File: src/rtl/fetch_control_unit.sv
// Purpose: multi-cycle fetch/decode/exec/writeback sequencer; owns the PC and decodes 16-bit instructions.
// Latency: 4 cycles per instruction (FETCH, DECODE, EXEC, WB) plus any FETCH stall cycles.
// Backpressure: run=0 holds the sequencer in FETCH; it is ignored once an instruction has left FETCH.
module fetch_control_unit #(
    parameter int PC_W   = 8,
    parameter int DATA_W = 8
) (
    input  logic              clock_reg,
    input  logic              reset,
    input  logic              run,
    output logic [PC_W-1:0]   imem_addr,
    input  logic [15:0]       imem_data,
    input  logic              zero,
    output logic              reg_we,
    output logic [2:0]        rd_addr,
    output logic [2:0]        rs_addr,
    output logic [2:0]        rt_addr,
    output logic [2:0]        ula_control,
    output logic              src_b_sel,
    output logic [DATA_W-1:0] imm,
    output logic [PC_W-1:0]   pc,
    output logic              halted,
    output logic [2:0]        state
);

    typedef enum logic [2:0] {
        ST_FETCH  = 3'd0,
        ST_DECODE = 3'd1,
        ST_EXEC   = 3'd2,
        ST_WB     = 3'd3,
        ST_HALT   = 3'd4
    } state_t;

    localparam logic [3:0] OP_R    = 4'h1;
    localparam logic [3:0] OP_ADDI = 4'h2;
    localparam logic [3:0] OP_BEQ  = 4'h3;
    localparam logic [3:0] OP_JMP  = 4'h4;
    localparam logic [3:0] OP_HALT = 4'hF;

    state_t          state_q;
    logic [15:0]     instr_q;
    logic [PC_W-1:0] pc_q;
    logic            branch_q;
    logic            we_q;
    logic            halted_q;

    logic [3:0]      op;
    logic [2:0]      fld_a;
    logic [2:0]      fld_b;
    logic [2:0]      fld_c;
    logic [2:0]      fld_f;
    logic [5:0]      fld_low;
    logic            is_write;
    logic [PC_W-1:0] pc_inc;
    logic [PC_W-1:0] pc_branch;
    logic [PC_W-1:0] next_pc;

    assign op      = instr_q[15:12];
    assign fld_a   = instr_q[11:9];
    assign fld_b   = instr_q[8:6];
    assign fld_c   = instr_q[5:3];
    assign fld_f   = instr_q[2:0];
    assign fld_low = instr_q[5:0];

    assign is_write = (op == OP_R) || (op == OP_ADDI);

    // Decoded fields come straight from the instruction register, so they hold
    // from EXEC through WB and only change when the next DECODE latches.
    always_comb begin
        rd_addr     = 3'd0;
        rs_addr     = 3'd0;
        rt_addr     = 3'd0;
        ula_control = 3'd0;
        src_b_sel   = 1'b0;
        imm         = '0;
        case (op)
            OP_R: begin
                rd_addr     = fld_a;
                rs_addr     = fld_b;
                rt_addr     = fld_c;
                ula_control = fld_f;
            end
            OP_ADDI: begin
                rd_addr     = fld_a;
                rs_addr     = fld_b;
                imm         = DATA_W'(fld_low);
                ula_control = 3'b010;
                src_b_sel   = 1'b1;
            end
            OP_BEQ: begin
                rs_addr     = fld_a;
                rt_addr     = fld_b;
                ula_control = 3'b110;
            end
            default: ;
        endcase
    end

    // PC arithmetic wraps modulo 2^PC_W; the branch offset is sign-extended.
    assign pc_inc    = pc_q + PC_W'(1);
    assign pc_branch = pc_inc + PC_W'($signed(fld_low));

    // imem_addr is held at pc for the whole instruction, so the ROM word
    // is identical to the latched instruction; the jump target uses the latch.
    always_comb begin
        next_pc = pc_inc;
        case (op)
            OP_BEQ:  next_pc = branch_q ? pc_branch : pc_inc;
            OP_JMP:  next_pc = instr_q[PC_W-1:0];
            OP_HALT: next_pc = pc_q;
            default: next_pc = pc_inc;
        endcase
    end

    always_ff @(posedge clock_reg) begin
        if (reset) begin
            state_q  <= ST_FETCH;
            pc_q     <= '0;
            instr_q  <= '0;
            branch_q <= 1'b0;
            we_q     <= 1'b0;
            halted_q <= 1'b0;
        end else begin
            we_q <= 1'b0;
            case (state_q)
                ST_FETCH: begin
                    if (run) begin
                        state_q <= ST_DECODE;
                    end
                end
                ST_DECODE: begin
                    instr_q <= imem_data;
                    state_q <= ST_EXEC;
                end
                ST_EXEC: begin
                    branch_q <= zero;
                    we_q     <= is_write;
                    state_q  <= ST_WB;
                end
                ST_WB: begin
                    pc_q <= next_pc;
                    if (op == OP_HALT) begin
                        state_q  <= ST_HALT;
                        halted_q <= 1'b1;
                    end else begin
                        state_q <= ST_FETCH;
                    end
                end
                ST_HALT: state_q <= ST_HALT;
                default: state_q <= ST_FETCH;
            endcase
        end
    end

    // Gate the write pulse so a reset landing in WB never writes the register file.
    assign reg_we    = we_q && !reset;
    assign imem_addr = pc_q;
    assign pc        = pc_q;
    assign halted    = halted_q;
    assign state     = state_q;

endmodule
File: config.mk
export PLATFORM = sky130hd
export DESIGN_NAME = fetch_control_unit
export DESIGN_NICKNAME = d
export VERILOG_FILES = /design/src/rtl/fetch_control_unit.sv
export SDC_FILE = /design/constraint.sdc
export NUM_CORES = 1
export LEC_CHECK = 0
export CAP_MARGIN = 15
export CORE_ASPECT_RATIO = 0.8
export CORE_UTILIZATION = 25
export DETAILED_ROUTE_END_ITERATION = 7
export DONT_BUFFER_PORTS = 1
export HOLD_SLACK_MARGIN = 0.12
export PLACE_DENSITY_LB_ADDON = 0.2
export SLEW_MARGIN = 10
export SYNTH_ARGS = -nofsm -noshare
export SYNTH_HDL_FRONTEND = slang
export SYNTH_SLANG_ARGS = --single-unit
File: constraint.sdc
create_clock -name clock_reg -period 2.6 [get_ports clock_reg]
set_input_delay 0.26 -clock clock_reg [delete_from_list [all_inputs] [get_ports clock_reg]]
set_output_delay 0.26 -clock clock_reg [all_outputs]
set_load 0.005 [all_outputs]
==> impl_metrics.py <==
metrics = {
    "critical_path": {
        "cp.buffers_inverters": 0,
        "cp-start-kind": "flip-flop",
        "cp_common_cell": "a21o_1",
        "cp_top_family": "compound AO/OA/AOI/OAI gates",
        "cp_max_fo": 4,
        "critPathMaxStageDelay_ns": 0.45,
        "end_kind": "flip-flop",
        "crit_arrival_ns": 2.59,
        "crit_type": "reg2reg",
        "path_cells": "ha_1, fa_1, a21o_1, a21o_1, a21oi_1, mux2i_1, nand3_1, a211oi_2",
        "cpMaxStageDelayCell": "fa_1",
        "critical_path_required_ns": 2.80,
    },
    "synth": {
        "synth_edf_count": 0,
        "synth.most_common_cell": "nand2_1",
        "yosysWarnings": 0,
        "synth_top_area_share": 0.300,
        "synth_area_leaders": "dfxtp_1 (30%), nand2_1 (8.6%), a21oi_1 (7.0%), ha_1 (5.6%), buf_4 (4.5%)",
        "synth_seq_cells": 30,
        "synth_common_cells": "nand2_1 (46), dfxtp_1 (30), a21oi_1 (28), nor2_1 (17), buf_4 (12)",
        "ys.flop_type": "dfxtp_1",
        "async_flop_share": 0,
        "syn_area_sq_mm": 0.00200,
        "yosysSeqAreaShare": 0.300,
        "synthCells": 252,
        "syn_avg_cell_area_sq_um": 7.93,
        "yosysUniqueCellTypes": 49,
        "yosys.area.top_type": "dfxtp_1",
    },
    "route": {
        "drc": 0,
        "ant_nets": 0,
        "drt_wl_total_um": 5600,
        "dr.pass1.iters": 4,
        "route.top_layer_used": "met4",
        "wl_met3_um": 275,
        "vias_per_cell": 4.82,
        "wl_met2_um": 2420,
        "drtIter0Drc": 78,
        "wl_per_cell_um": 15.2,
        "vias": 1779,
        "m1WireLength_um": 2860,
    },
    "worst_hold_path": {
        "hold_path_class": "in2reg",
    },
    "global_routing": {
        "grt_pass1_wl_um": 9230,
        "track_usage": 0.145,
        "gr-total-overflow": 0,
        "grt_pass1_vias": 1771,
        "antenna_found_initial": 0,
        "grt_max_degree": 28,
    },
    "finish": {
        "drive_above_1_share": 0.110,
        "instances_no_fill": 369,
        "diodes": 0,
        "syn2layout_area_growth_pct": 16.5,
        "nets": 293,
    },
    "timing": {
        "rsz0062_at_grt": "false",
        "max_freq_ghz": 0.420,
        "finalHoldViolations": 0,
        "fin_skew_ns": 0.00581,
        "final.setup.tns_ns": 0,
        "timing.hold.ws_ns": 0.126,
        "max_slew_margin": 0.610,
        "worst_slew_pin_slew_ns": 0.576,
        "setup_violations": 0,
        "finalCritPeriodShare": 0.917,
        "final_max_slew_viol_count": 0,
        "min_period_ns": 2.38,
    },
    "pwr": {
        "irDropWorstVdd_mv": 0.210,
        "p_leak_nw": 0.937,
        "powerDensity_mw_per_mm2": 482,
    },
    "floorplan": {
        "core_sq_mm": 0.00757,
        "die_h_um": 82.0,
        "die_width_um": 102,
        "die_area_sq_mm": 0.00836,
        "std_cell_rows": 28,
        "initial_core_util": 0.264,
        "io-pin-count": 62,
    },
    "clock_network": {
        "cts_num_sinks": 30,
        "clk_latency_ns": 0.28,
        "cts_htree_levels": 2,
        "numCtsBuffers": 5,
        "cts_setup_buffers": 0,
        "cts_root_buf": "clkbuf_8",
        "clk_pin_slew_worst_paths_ns": 0.07,
        "cts_max_path_buffers": 2,
        "cts_tree": "done",
    },
    "place": {
        "dp_hpwl_um": 4070,
        "dp_cells": 344,
        "gp_congestion": 0.792,
        "io_buffers": 0,
    },
    "flow_run": {
        "drv_cap": 0,
    },
    "run_status": {
        "outcome": "complete, no violations",
    },
}
==> area by class of cell <==
type | instances | area, sq um
clock inverter | 2 | 12.5
inverter | 3 | 11.3
tap | 105 | 131
sequential | 30 | 601
timing repair buffer | 29 | 270
multi-input combinational | 194 | 1220
clock buffer | 6 | 82.6
fill | 836 | 5240
==> worst register-to-register path, delay by kind of cell, from the launching register on <==
kind                       cells  cell delay (ns)
adders and majority gates      2             0.81
and+or+nand+nor                1             0.10
AOI/OAI and AO/OA              4             0.85
DFF                            1             0.34
muxes                          1             0.22
==> stage by stage <==
stage	setup slack (ns)	util	power, mW	cell area, sq um
6_report	0.217	0.308	1.12	2330
4_1_cts	0.178	0.307	1.14	2320
2_1_floorplan	0.335	-	0.667	2000
3_5_place_dp	0.220	0.271	0.700	2050
3_3_place_gp	0.213	0.271	0.698	2050
5_1_grt	0.0104	0.308	1.19	2330
==> cell usage in the layout, fill, tap and decap left out, types with 2 or more instances in the layout <==
cell type      instances
dlygate4sd3_1         16
nand3_1                5
and3_1                 3
o21a_1                 2
nand2_1               46
conb_1                 2
inv_1                  3
nand2b_1               2
a221oi_1               4
o21ai_0                3
xor2_1                 4
buf_4                 12
and2_1                11
a221o_1                3
dfxtp_1               30
nor2_1                17
ha_1                   9
a21oi_1               28
a211oi_2               2
a211oi_1               2
nor3_1                 6
a21o_1                 2
a22o_1                 3
clkbuf_8               6
xnor2_1                7
nor4b_1                2
nand4_1                3
nor3b_1                2
mux2i_1                6
or3_1                  2
==> routing by layer <==
| metal | track usage | vias to the layer above |
|---|---|---|
| met5 | 0 | - |
| met4 | 0.0429 | 0 |
| met1 | 0.198 | 835 |
| met3 | 0.0374 | 5 |
| met2 | 0.225 | 48 |
| li1 | - | 891 |
==> kinds of logic (layout without fill, tap and decap cells) <==
kind of cell	Yosys count	after routing	share of synthesized area
AOI/OAI and AO/OA	56	56	0.182
xor gates and xnor gates	11	11	0.0482
buffers and inverters	29	40	0.0932
muxes	6	6	0.0300
adders and majority gates	10	10	0.0663
and+or+nand+nor	109	109	0.278
DFF	30	30	0.300
other	1	2	0.00188
==> timing repair <==
| action | in CTS | in global routing |
|---|---|---|
| endpoints found under the hold margin | 28 | 0 |
| setup endpoints to repair | 0 | 2 |
| hold buffers | 17 | 0 |
| gates resized for setup | 0 | 2 |
==> sequential cells by signal (all words and copies together), names as in the netlist <==
signal     flops
imem_addr      8
state          3
we_q           1
instr_q       16
halted         1
branch_q       1
==> path summary, 6_finish.rpt <==
check | endpoint | slack, ns | startpoint | cells after the start
hold / removal | instr_q[12] | 0.13 | imem_data[12] | 2
setup reg to reg | imem_addr[6] | 0.22 | imem_addr[0] | 8
setup / recovery | imem_addr[6] | 0.22 | imem_addr[0] | 8
hold reg to reg | instr_q[11] | 0.47 | instr_q[11] | 2
==> power breakdown <==
group          internal [mW]  switching [mW]
combinational         0.0885           0.100
sequential             0.485          0.0455
clock                  0.213           0.190
No activity file was read; power rests on OpenSTA's default activity.
